File: config.mk
export PLATFORM = sky130hd
export DESIGN_NAME = vga_timing_driver
export DESIGN_NICKNAME = d
export VERILOG_FILES = /design/src/rtl/vga_timing_driver_pkg.sv /design/src/rtl/vga_timing_driver_pixel_counter.sv /design/src/rtl/vga_timing_driver.sv
export SDC_FILE = /design/constraint.sdc
export NUM_CORES = 1
export LEC_CHECK = 0
export CAP_MARGIN = 25
export CORE_MARGIN = 2
export CORE_UTILIZATION = 42
export CTS_CLUSTER_SIZE = 28
export DETAILED_ROUTE_END_ITERATION = 6
export HOLD_SLACK_MARGIN = 0.02
export PLACE_DENSITY = 0.75
export SYNTH_ARGS = -nofsm -noshare
export SYNTH_HDL_FRONTEND = slang
export SYNTH_HIERARCHICAL = 1
export SYNTH_SLANG_ARGS = --single-unit
File: constraint.sdc
create_clock -name clk -period 4.7 [get_ports clk]
set_input_delay 1.41 -clock clk [delete_from_list [all_inputs] [get_ports clk]]
set_output_delay 1.41 -clock clk [all_outputs]
set_load 0.005 [all_outputs]
File: src/rtl/vga_timing_driver_pkg.sv
// Shared VGA 640x480@60 timing constants and a counter-width helper
// used by the timing driver and its wrap-around counters.
package vga_timing_driver_pkg;

    localparam int COORD_W = 10;

    localparam int CLKS_PER_PIXEL_DEF = 2;

    localparam int H_VISIBLE_DEF = 640;
    localparam int H_FP_DEF      = 16;
    localparam int H_SYNC_DEF    = 96;
    localparam int H_BP_DEF      = 48;
    localparam int H_TOTAL_DEF   = H_VISIBLE_DEF + H_FP_DEF + H_SYNC_DEF + H_BP_DEF;
    localparam int H_SYNC_START_DEF = H_VISIBLE_DEF + H_FP_DEF;
    localparam int H_SYNC_END_DEF   = H_SYNC_START_DEF + H_SYNC_DEF;

    localparam int V_VISIBLE_DEF = 480;
    localparam int V_FP_DEF      = 10;
    localparam int V_SYNC_DEF    = 2;
    localparam int V_BP_DEF      = 33;
    localparam int V_TOTAL_DEF   = V_VISIBLE_DEF + V_FP_DEF + V_SYNC_DEF + V_BP_DEF;
    localparam int V_SYNC_START_DEF = V_VISIBLE_DEF + V_FP_DEF;
    localparam int V_SYNC_END_DEF   = V_SYNC_START_DEF + V_SYNC_DEF;

    // A modulus of 1 still needs a one-bit register.
    function automatic int cnt_width(input int modulus);
        return (modulus > 1) ? $clog2(modulus) : 1;
    endfunction

endpackage

File: src/rtl/vga_timing_driver_pixel_counter.sv
// Generic wrap-around counter with enable and terminal-count flag;
// used for the pixel divider, the column and the row.
module pixel_counter #(
    parameter int MODULUS = 2,
    parameter int W       = 1
) (
    input  logic         clk,
    input  logic         rst,
    input  logic         en,
    output logic [W-1:0] count,
    output logic         tc
);

    logic [W-1:0] count_q;
    logic [W-1:0] count_d;

    assign tc    = (count_q == W'(MODULUS - 1));
    assign count = count_q;

    always_comb begin
        count_d = count_q;
        if (en) begin
            count_d = tc ? '0 : count_q + 1'b1;
        end
    end

    always_ff @(posedge clk or posedge rst) begin
        if (rst) begin
            count_q <= '0;
        end else begin
            count_q <= count_d;
        end
    end

endmodule

File: src/rtl/vga_timing_driver.sv
// VGA timing generator: pixel divider, column/row counters, sync/blank
// decode and a single output register that keeps RGB, HS, VS, BLANK aligned.
module vga_timing_driver
    import vga_timing_driver_pkg::*;
#(
    parameter int CLKS_PER_PIXEL = CLKS_PER_PIXEL_DEF,
    parameter int H_VISIBLE      = H_VISIBLE_DEF,
    parameter int H_FP           = H_FP_DEF,
    parameter int H_SYNC         = H_SYNC_DEF,
    parameter int H_BP           = H_BP_DEF,
    parameter int V_VISIBLE      = V_VISIBLE_DEF,
    parameter int V_FP           = V_FP_DEF,
    parameter int V_SYNC         = V_SYNC_DEF,
    parameter int V_BP           = V_BP_DEF
) (
    input  logic               clk,
    input  logic               rst,
    input  logic [23:0]        pixel_color,
    output logic [COORD_W-1:0] VGA_row,
    output logic [COORD_W-1:0] VGA_col,
    output logic [7:0]         VGA_R,
    output logic [7:0]         VGA_G,
    output logic [7:0]         VGA_B,
    output logic               VGA_HS,
    output logic               VGA_VS,
    output logic               VGA_BLANK_N,
    output logic               vblank_start
);

    localparam int H_TOTAL      = H_VISIBLE + H_FP + H_SYNC + H_BP;
    localparam int V_TOTAL      = V_VISIBLE + V_FP + V_SYNC + V_BP;
    localparam int H_SYNC_START = H_VISIBLE + H_FP;
    localparam int H_SYNC_END   = H_SYNC_START + H_SYNC;
    localparam int V_SYNC_START = V_VISIBLE + V_FP;
    localparam int V_SYNC_END   = V_SYNC_START + V_SYNC;
    localparam int DIV_W        = cnt_width(CLKS_PER_PIXEL);

    logic [DIV_W-1:0] div_count;
    logic             pix_tick;
    logic             col_tc;
    logic             row_tc;
    logic             row_en;

    pixel_counter #(.MODULUS(CLKS_PER_PIXEL), .W(DIV_W)) u_div (
        .clk   (clk),
        .rst   (rst),
        .en    (1'b1),
        .count (div_count),
        .tc    (pix_tick)
    );

    pixel_counter #(.MODULUS(H_TOTAL), .W(COORD_W)) u_col (
        .clk   (clk),
        .rst   (rst),
        .en    (pix_tick),
        .count (VGA_col),
        .tc    (col_tc)
    );

    assign row_en = pix_tick & col_tc;

    pixel_counter #(.MODULUS(V_TOTAL), .W(COORD_W)) u_row (
        .clk   (clk),
        .rst   (rst),
        .en    (row_en),
        .count (VGA_row),
        .tc    (row_tc)
    );

    logic unused_ok;
    assign unused_ok = ^{div_count, row_tc};

    // Decode from the current (pre-increment) coordinates.
    logic visible, hs_active, vs_active;
    assign visible   = (VGA_col < COORD_W'(H_VISIBLE)) && (VGA_row < COORD_W'(V_VISIBLE));
    assign hs_active = (VGA_col >= COORD_W'(H_SYNC_START)) && (VGA_col < COORD_W'(H_SYNC_END));
    assign vs_active = (VGA_row >= COORD_W'(V_SYNC_START)) && (VGA_row < COORD_W'(V_SYNC_END));

    logic [23:0] rgb_q, rgb_d;
    logic        hs_q, hs_d, vs_q, vs_d, blank_n_q, blank_n_d;
    logic        vblank_q, vblank_d;

    always_comb begin
        rgb_d     = rgb_q;
        hs_d      = hs_q;
        vs_d      = vs_q;
        blank_n_d = blank_n_q;
        if (pix_tick) begin
            rgb_d     = visible ? pixel_color : 24'h0;
            hs_d      = ~hs_active;
            vs_d      = ~vs_active;
            blank_n_d = visible;
        end
        // High in the cycle where the counters first show (V_VISIBLE, 0).
        vblank_d = row_en && (VGA_row == COORD_W'(V_VISIBLE - 1));
    end

    always_ff @(posedge clk or posedge rst) begin
        if (rst) begin
            rgb_q     <= 24'h0;
            hs_q      <= 1'b1;
            vs_q      <= 1'b1;
            blank_n_q <= 1'b0;
            vblank_q  <= 1'b0;
        end else begin
            rgb_q     <= rgb_d;
            hs_q      <= hs_d;
            vs_q      <= vs_d;
            blank_n_q <= blank_n_d;
            vblank_q  <= vblank_d;
        end
    end

    assign VGA_R        = rgb_q[23:16];
    assign VGA_G        = rgb_q[15:8];
    assign VGA_B        = rgb_q[7:0];
    assign VGA_HS       = hs_q;
    assign VGA_VS       = vs_q;
    assign VGA_BLANK_N  = blank_n_q;
    assign vblank_start = vblank_q;

endmodule

==> qor.txt, run 1 <==
Final Skew: 0.00554 ns
fillcell total: 442
antenna diode count: 0
Detailed Routing Iterations Pass 1: 4
crit path cell chain: clkdlybuf4s50_1
number of top-level pins: 74
maximum VDD drop: 0.269 mV
chip width: 76.3 um
Worst Tran Pin Value: 0.790 ns
WP buf/inv: 1
# H-tree levels: 2
nets: 291
CP peak stage delay: 0.57 ns
crit path capture type: output port
Slew HR: 47.0%
TritonCTS clock tree: yes
CP arrival: 1.42 ns
Place WS: 2.16 ns
Final period util: 60.3%
Max Cap Viol: 0
GP Congestion: 0.773
Routed Antenna Nets: 0
setup bufs post-CTS: 0
Die Area: 0.00583 mm2
Hold-fix buffers, CTS: 0
YS warnings: 6
fin util: 61.4%
Critical Path RT: 3.29 ns
layout cells sized above 1: 12.9%
Avg WL per Cell: 15.0 um
Endpoint, Worst Hold: VGA_BLANK_N$_DFFE_PP0P_
Row Count: 26
Hold Fails Final Rpt: 0
crit path launch type: flop
GRT overflow: 0
IO Port Bufs: 73
unique cell type count in the Yosys netlist: 45
Sum Neg Setup Slack: 0 ns
worst flop-to-flop path startpoint: u_div/count$_DFFE_PP0P_
DRT iter0 DRCs: 86
setup ws final: 1.87 ns
Die Y: 76.3 um
Post-synth ARST share: 100%
fmax: 353 MHz
Worst Path Max Fanout: 8
Slew Limit Fails: 0
Clock Latency Late Sink: 0.30 ns
Syn Area/Cell: 11.8 um2
Hold Path Depth: 1
clock sinks: 49
syn_nets: 216
DRC: 0
CTS Buffer Depth: 2
commonest register cell after synthesis: dfrtp_1
number of global-route vias before repair: 1703
Num CTS Buffers: 5
Leak: 1.30 nW
gate count of the mapped netlist: 187
vias post-DR: 1729
Synth Register Bits: 49
vias per cell: 5.19
final WL: 5.00 mm
worst reg2reg setup slack: 2.18 ns
Reg2Reg Depth: 4
HPWL Detailed: 3.55 mm
Period minus WS final: 2.83 ns
Root Buffer: clkbuf_8
Top Family by Delay on Critical Path: buffers and inverters
Tot GR Track Use: 17.9%
unrepaired setup endpoints after global routing: no
Post-synth EDFFs: 0
slowest cell on the critical path: clkdlybuf4s50_1
Cell Area, Synth: 0.00220 mm2
Cell Count, Final, Fillers Out: 333
Inst Count DP: 325
Starting Density: 43.3%
# setup viols final: 0
initial antenna violation count: 0
synthesis-to-finish area growth: 41.8%
Crit Path Category: flop to output port
Core Footprint: 0.00507 mm2
Setup crit start: u_row/count[5]$_DFFE_PP0P_
first-pass GRT wire length: 8.31 mm
largest net degree at the start of global routing: 27
Critical R2R Capture: rgb_q[20]$_DFFE_PP0P_
CTS clk-pin slew, worst paths: 0.09 ns
status: complete, no violations
sequential element share of the synthesized area: 55.9%
HP Start: VGA_BLANK_N$_DFFE_PP0P_
post-CTS sizing: 0
Hold Path Class: flop to flop
Pwr per Cell Area: 509 mW/mm2
where the power goes:
group	total, mW	internal (mW)	switching [mW]
sequential	0.687	0.558	0.129
combinational	0.602	0.388	0.214
clock	0.298	0.160	0.139
cells by family after synthesis:
| kind of cell | synth area share [%] |
|---|---|
| simple gates | 16.1 |
| flops | 55.9 |
| compound gates | 17.7 |
| buf+inv | 3.93 |
| xor+xnor | 3.98 |
| fa+ha+maj | 1.71 |
| other cells | 0.171 |
| mux | 0.512 |
placed cells by master (no fill, tap or decap), types with 2 or more instances in the layout:
| cell | Yosys | layout |
|---|---|---|
| dfrtp_1 | 47 | 47 |
| nand3_1 | 8 | 8 |
| nor4_1 | 5 | 5 |
| nand4_1 | 6 | 6 |
| clkdlybuf4s50_1 | 0 | 73 |
| dfstp_2 | 2 | 2 |
| nor3_1 | 4 | 4 |
| or4_1 | 2 | 2 |
| o22ai_1 | 2 | 2 |
| a22o_2 | 17 | 17 |
| a21oi_1 | 3 | 3 |
| nand2b_1 | 3 | 3 |
| o21ai_0 | 6 | 6 |
| nor2_1 | 6 | 6 |
| xnor2_1 | 2 | 2 |
| ha_1 | 3 | 3 |
| xor2_1 | 8 | 8 |
| inv_1 | 10 | 10 |
| a22o_1 | 7 | 7 |
| nand2_1 | 16 | 16 |
| clkbuf_8 | 0 | 5 |
state kept, by name (all words and copies together), names as in the netlist:
name,count
rgb_q,24
u_row/count,10
u_col/count,10
VGA_HS,1
u_div/count,1
VGA_BLANK_N,1
VGA_VS,1
vblank_start,1
stage by stage:
stage	hold WS [ns]	power, mW	area (um2)
finish	0.489	1.59	3120
global route	0.523	1.68	3120
CTS	0.496	1.61	3120
detailed placement	0.476	1.31	3010
global placement	0.462	1.28	2980
floorplan	0.443	0.966	2200
Yosys cell counts (2+ instances only):
library cell  instances  area share, %
a21oi_1               3           0.68
a22o_1                7            2.8
a22o_2               17            7.7
buf_6                 2            1.0
clkbuf_1              4           0.68
dfrtp_1              47             54
dfstp_2               2            2.4
ha_1                  3            1.7
inv_1                10            1.7
nand2_1              16            2.7
nand2b_1              3           0.85
nand3_1               8            1.8
nand4_1               6            1.7
nor2_1                6            1.0
nor3_1                4           0.91
nor4_1                5            1.4
o21ai_0               6            1.4
o22ai_1               2           0.57
or4_1                 2           0.68
xnor2_1               2           0.80
xor2_1                8            3.2
layer usage:
metal	GRT usage [%]	up-vias	wire length [um]
li1	-	834	-
met1	22.7	839	2120
met2	29.9	50	2530
met3	5.33	6	295
met4	4.91	0	57
met5	0	-	0
worst max-delay path by stage:
stage	cells after the start	to	slack, ns
after floorplan	8	u_row/count[2]$_DFFE_PP0P_	2.71
after global placement	2	rgb_q[13]$_DFFE_PP0P_	1.92
after detailed placement	4	rgb_q[20]$_DFFE_PP0P_	2.16
after CTS	1	VGA_row[5]	1.85
after global routing	1	VGA_col[5]	1.82
final	1	VGA_row[5]	1.87
layout make-up:
type                            count  area, um2  area share, %
Clock buffer                        6       72.6           2.33
Clock inverter                      2       38.8           1.24
Inverter                           11       41.3           1.32
Multi-Input combinational cell    120        883           28.3
Sequential cell                    49       1230           39.4
Tap cell                           70       87.6           2.81
Timing Repair Buffer               75        766           24.6
Note: power is estimated with default switching activity, not from simulation.
==> run 2: changes to the inputs <==
--- a/config.mk
+++ b/config.mk
@@ -7,11 +7,11 @@
 export LEC_CHECK = 0
 export CAP_MARGIN = 25
 export CORE_MARGIN = 2
-export CORE_UTILIZATION = 42
+export CORE_UTILIZATION = 41
 export CTS_CLUSTER_SIZE = 28
 export DETAILED_ROUTE_END_ITERATION = 6
 export HOLD_SLACK_MARGIN = 0.02
-export PLACE_DENSITY = 0.75
+export PLACE_DENSITY = 0.76
 export SYNTH_ARGS = -nofsm -noshare
 export SYNTH_HDL_FRONTEND = slang
 export SYNTH_HIERARCHICAL = 1
==> constraint.sdc (replaced) <==
create_clock -name clk -period 2.4 [get_ports clk]
set_input_delay 0.72 -clock clk [delete_from_list [all_inputs] [get_ports clk]]
set_output_delay 0.72 -clock clk [all_outputs]
set_load 0.005 [all_outputs]
==> qor.txt, run 2 (synthesis gave the netlist of run 1 again) <==
Clock Latency Late Sink: 0.29 ns (was 0.30 ns)
Hold-fix buffers, CTS: 0 (unchanged)
crit path launch type: flop (unchanged)
TritonCTS clock tree: yes (unchanged)
Routed Antenna Nets: 0 (unchanged)
Tot Pwr: 3.21 mW (was 1.59 mW)
largest net degree at the start of global routing: 26 (was 27)
Period minus WS final: 2.15 ns
setup bufs post-CTS: 0 (unchanged)
GRT met3 Usage: 4.82% (was 5.33%)
met1 Use GR: 25.0% (was 22.7%)
clock sinks: 49 (unchanged)
number of top-level pins: 74 (unchanged)
Num CTS Buffers: 5 (unchanged)
crit path cell chain: ha_1 -> nand2_1 -> nor4_2 -> and2_1 -> nand4_1 -> o31a_1 -> a2bb2oi_1 (was clkdlybuf4s50_1)
Final Skew: 0.00961 ns (was 0.00554 ns)
fillcell total: 449 (was 442)
max reg flops: 24 (unchanged)
Die Area: 0.00596 mm2 (was 0.00583 mm2)
CP peak stage delay: 0.42 ns (was 0.57 ns)
CTS Buffer Depth: 2 (unchanged)
GP Congestion: 0.795 (was 0.773)
nets: 293 (was 291)
CTS clk-pin slew, worst paths: 0.09 ns (about the same)
IO Port Bufs: 73 (unchanged)
Hold Fails Final Rpt: 0 (unchanged)
Leak: 1.32 nW (was 1.30 nW)
maximum VDD drop: 0.573 mV (was 0.269 mV)
footprint of the multi-input gates: 890 um2 (was 883 um2)
Worst Tran Pin Value: 0.554 ns (was 0.790 ns)
Crit Path Category: flop to flop (was flop to output port)
Biggest register: rgb_q (unchanged)
number of global-route vias before repair: 1683 (was 1703)
Final period util: 89.7%
CP arrival: 2.32 ns (was 1.42 ns)
Worst Path Max Fanout: 6 (was 8)
# H-tree levels: 2 (unchanged)
unrepaired setup endpoints after global routing: no (unchanged)
most frequent cells in the layout: clkdlybuf4s50_1, dfrtp_1, a22o_2 (unchanged)
antenna diode count: 0 (unchanged)
DRT iter0 DRCs: 89 (was 86)
Slew HR: 62.7% (was 47.0%)
fmax: 465 MHz
Tot GR Track Use: 17.5% (was 17.9%)
Finished Cell Area: 0.00314 mm2 (was 0.00312 mm2)
Hold Path Class: flop to flop (unchanged)
Slew Limit Fails: 0 (unchanged)
leading cell type in the layout, fill and taps excluded: clkdlybuf4s50_1 (unchanged)
slowest cell on the critical path: dfrtp_1 (was clkdlybuf4s50_1)
final WL: 5.02 mm (was 5.00 mm)
worst reg2reg setup slack: 0.25 ns (was 2.18 ns)
vias post-DR: 1746 (was 1729)
Reg area: 0.00123 mm2 (unchanged)
initial antenna violation count: 0 (unchanged)
Critical Path RT: 2.57 ns (was 3.29 ns)
area post-placement: 0.00300 mm2 (was 0.00301 mm2)
HPWL Detailed: 3.62 mm (was 3.55 mm)
first-pass GRT wire length: 8.35 mm (was 8.31 mm)
# setup viols final: 0 (unchanged)
Row Count: 26 (unchanged)
synthesis-to-finish area growth: 42.9% (was 41.8%)
chip width: 77.2 um (was 76.3 um)
GRT overflow: 0 (unchanged)
Root Buffer: clkbuf_8 (unchanged)
vias per cell: 5.21 (was 5.19)
Detailed Routing Iterations Pass 1: 4 (unchanged)
GRT Max-Usage Layer: met2 (unchanged)
crit path capture type: flop (was output port)
layout cells sized above 1: 14.3% (was 12.9%)
Starting Density: 42.8% (was 43.3%)
Sum Neg Setup Slack: 0 ns (unchanged)
Pwr per Cell Area: 1020 mW/mm2 (was 509 mW/mm2)
Avg WL per Cell: 15.0 um (about the same)
status: complete, no violations (unchanged)
Max Cap Viol: 0 (unchanged)
M2 GR Usage: 27.3% (was 29.9%)
Die Y: 77.2 um (was 76.3 um)
Core Footprint: 0.00514 mm2 (was 0.00507 mm2)
DRC: 0 (unchanged)
run 2: cell count changes in the layout (fill, tap and decap cells not counted), sizes merged:
cell,delta
clkbuf,-1
buf,+2
bufinv,+1
run 2: path summary, 6_finish.rpt:
kind,start,to,depth (start not counted)
setup / recovery,u_col/count[0]$_DFFE_PP0P_,u_row/count[9]$_DFFE_PP0P_,7
hold / removal,VGA_BLANK_N$_DFFE_PP0P_,VGA_BLANK_N$_DFFE_PP0P_,1
setup reg to reg,u_col/count[0]$_DFFE_PP0P_,u_row/count[9]$_DFFE_PP0P_,7
hold reg to reg,VGA_BLANK_N$_DFFE_PP0P_,VGA_BLANK_N$_DFFE_PP0P_,1
max in group asynchronous,rst,rgb_q[17]$_DFFE_PP0P_,3
min in group asynchronous,rst,u_div/count$_DFFE_PP0P_,2
run 2: final cells by class:
class                      instances  share of cell area [%]
clock buffer                       5                    2.19
clock inverter                     3                    2.07
inverter                          11                    1.31
multi-input combinational        120                    28.3
sequential                        49                    39.1
tap                               70                    2.79
timing repair buffer              77                    24.2
run 2: critical path: cells and delay by family (launching register included):
family | cells | cell delay (ns)
simple gates | 4 | 0.93
fa+ha+maj | 1 | 0.21
flops | 1 | 0.42
compound gates | 2 | 0.47
run 2: per-layer routing:
| layer | share of wire [%] | up-vias |
|---|---|---|
| met5 | 0 | - |
| met2 | 48 | 48 |
| met3 | 5.4 | 3 |
| li1 | - | 837 |
| met4 | 0.28 | 0 |
| met1 | 46 | 858 |
run 2: what timing repair did:
item / CTS / global route
endpoints found under the hold margin: 0 / 0
resized for setup: 0 / 1
setup endpoints to repair: 0 / 4
run 2: power breakdown:
part           total, mW  switching [mW]  internal [mW]  leakage, nW
sequential          1.35           0.253           1.09        0.619
combinational       1.19           0.424          0.766        0.631
clock              0.677           0.263          0.414       0.0681
total               3.21           0.940           2.27         1.32
run 2: through the flow:
step / utilization [%] / cells / hold slack (ns) / setup slack [ns]
finish: 61.1 / 335 / 0.491 / 0.248
global route: 61.1 / 335 / 0.511 / 0.0132
CTS: 61.0 / 335 / 0.493 / 0.179
detailed placement: 58.4 / 327 / 0.473 / 0.182
global placement: 58.4 / 327 / 0.463 / 0.286
floorplan: - / 187 / 0.443 / 0.411
==> run 3: changes to the inputs <==
--- a/config.mk
+++ b/config.mk
@@ -10,8 +10,9 @@
 export CORE_UTILIZATION = 41
 export CTS_CLUSTER_SIZE = 28
 export DETAILED_ROUTE_END_ITERATION = 6
-export HOLD_SLACK_MARGIN = 0.02
-export PLACE_DENSITY = 0.76
+export GPL_ROUTABILITY_DRIVEN = 0
+export HOLD_SLACK_MARGIN = 0.03
+export PLACE_DENSITY_LB_ADDON = 0.15
 export SYNTH_ARGS = -nofsm -noshare
 export SYNTH_HDL_FRONTEND = slang
 export SYNTH_HIERARCHICAL = 1
==> qor.txt, run 3 (synthesis gave the netlist of run 1 again) <==
# H-tree levels: 2 (unchanged)
Worst Tran Pin Value: 0.563 ns (was 0.554 ns)
Routed Antenna Nets: 0 (unchanged)
final WL: 5.05 mm (was 5.02 mm)
Period minus WS final: 2.13 ns (was 2.15 ns)
vias post-DR: 1728 (was 1746)
Slew HR: 62.1% (was 62.7%)
Hold Path Class: flop to flop (unchanged)
GRT Max-Usage Layer: met2 (unchanged)
Slew Limit Fails: 0 (unchanged)
GRT met3 Usage: 4.00% (was 4.82%)
Pwr per Cell Area: 976 mW/mm2 (was 1020 mW/mm2)
CP peak stage delay: 0.57 ns (was 0.42 ns)
# setup viols final: 0 (unchanged)
Final Skew: 0.00684 ns (was 0.00961 ns)
maximum VDD drop: 0.538 mV (was 0.573 mV)
Sum Neg Setup Slack: 0 ns (unchanged)
Leak: 1.31 nW (was 1.32 nW)
HPWL Detailed: 3.68 mm (was 3.62 mm)
TritonCTS clock tree: yes (unchanged)
DRT iter0 DRCs: 83 (was 89)
Starting Density: 42.8% (unchanged)
clock sinks: 49 (unchanged)
Critical Path RT: 1.68 ns (was 2.57 ns)
largest net degree at the start of global routing: 26 (unchanged)
unrepaired setup endpoints after global routing: no (unchanged)
crit path cell chain: clkdlybuf4s50_1 (was ha_1 -> nand2_1 -> nor4_2 -> and2_1 -> nand4_1 -> o31a_1 -> a2bb2oi_1)
synthesis-to-finish area growth: 42.0% (was 42.9%)
slowest cell on the critical path: clkdlybuf4s50_1 (was dfrtp_1)
first-pass GRT wire length: 8.60 mm (was 8.35 mm)
chip width: 77.2 um (unchanged)
Detailed Routing Iterations Pass 1: 4 (unchanged)
layout cells sized above 1: 14.3% (unchanged)
Hold Fails Final Rpt: 0 (unchanged)
WP buf/inv: 1 (was 0)
met1 Use GR: 24.7% (was 25.0%)
CP arrival: 1.41 ns (was 2.32 ns)
max reg flops: 24 (unchanged)
Row Count: 26 (unchanged)
Num CTS Buffers: 5 (unchanged)
Crit Path Category: flop to output port (was flop to flop)
Clock Latency Late Sink: 0.29 ns (about the same)
crit path launch type: flop (unchanged)
Die Area: 0.00596 mm2 (unchanged)
Biggest register: rgb_q (unchanged)
Worst Path Max Fanout: 8 (was 6)
DRC: 0 (unchanged)
GRT overflow: 0 (unchanged)
status: complete, no violations (unchanged)
Tot GR Track Use: 18.1% (was 17.5%)
Avg WL per Cell: 15.1 um (was 15.0 um)
Top Family by Delay on Critical Path: buffers and inverters (was simple AND/OR/NAND/NOR gates)
IO Port Bufs: 73 (unchanged)
M2 GR Usage: 28.6% (was 27.3%)
antenna diode count: 0 (unchanged)
Die Y: 77.2 um (unchanged)
Max Cap Viol: 0 (unchanged)
vias per cell: 5.16 (was 5.21)
most frequent cells in the layout: clkdlybuf4s50_1, dfrtp_1, a22o_2 (unchanged)
CTS clk-pin slew, worst paths: 0.08 ns (was 0.09 ns)
Core Footprint: 0.00514 mm2 (unchanged)
nets: 293 (unchanged)
Root Buffer: clkbuf_8 (unchanged)
fmax: 469 MHz (was 465 MHz)
Final period util: 88.8% (was 89.7%)
Place WS: 0.218 ns (was 0.182 ns)
number of global-route vias before repair: 1738 (was 1683)
CTS Buffer Depth: 2 (unchanged)
initial antenna violation count: 0 (unchanged)
crit path capture type: output port (was flop)
leading cell type in the layout, fill and taps excluded: clkdlybuf4s50_1 (unchanged)
Hold-fix buffers, CTS: 0 (unchanged)
setup ws final: 0.270 ns (was 0.248 ns)
number of top-level pins: 74 (unchanged)
## run 3: final cells by class
class	instances	area, um2
clock buffers	7	96.3
clock inverters	1	5.00
fillers	461	2020
inverters	11	41.3
multi-input cells	120	890
flip-flops and latches	49	1230
well taps	70	87.6
repair buffers	77	773
## run 3: final timing paths
path / depth (start not counted) / slack (ns) / to / from
max reg2reg: 7 / 0.29 / u_row/count[9]$_DFFE_PP0P_ / u_col/count[0]$_DFFE_PP0P_
max in group asynchronous: 3 / 1.12 / VGA_VS$_DFFE_PP1P_ / rst
min in group asynchronous: 2 / 0.67 / u_div/count$_DFFE_PP0P_ / rst
max: 1 / 0.27 / VGA_row[5] / u_row/count[5]$_DFFE_PP0P_
min reg2reg: 1 / 0.49 / VGA_BLANK_N$_DFFE_PP0P_ / VGA_BLANK_N$_DFFE_PP0P_
min: 1 / 0.49 / VGA_BLANK_N$_DFFE_PP0P_ / VGA_BLANK_N$_DFFE_PP0P_
## run 3: per-layer routing
layer	routed length, um	up-vias
li1	-	835
met1	2260	838
met2	2490	49
met3	253	6
met4	48	0
met5	0	-
## run 3: through the flow
stage                     cells  area (um2)  utilization, %  hold slack, ns  power (mW)
after global routing        335        3120            60.7           0.522        3.27
after floorplan             187        2200               -           0.443        1.89
after CTS                   335        3120            60.6           0.494        3.10
after detailed placement    327        3010            58.6           0.477        2.56
final                       335        3120            60.7           0.490        3.05
after global placement      327        3010            58.6           0.464        2.55
## run 3: timing repair
| item | CTS | global route |
|---|---|---|
| setup endpoints to repair | 0 | 1 |
| gates resized for setup | 0 | 1 |
| setup buffers | 0 | 0 |
## run 3: report_power, final
group	switching (mW)	internal [mW]
Sequential	0.248	1.09
Clock	0.250	0.261
Combinational	0.428	0.768
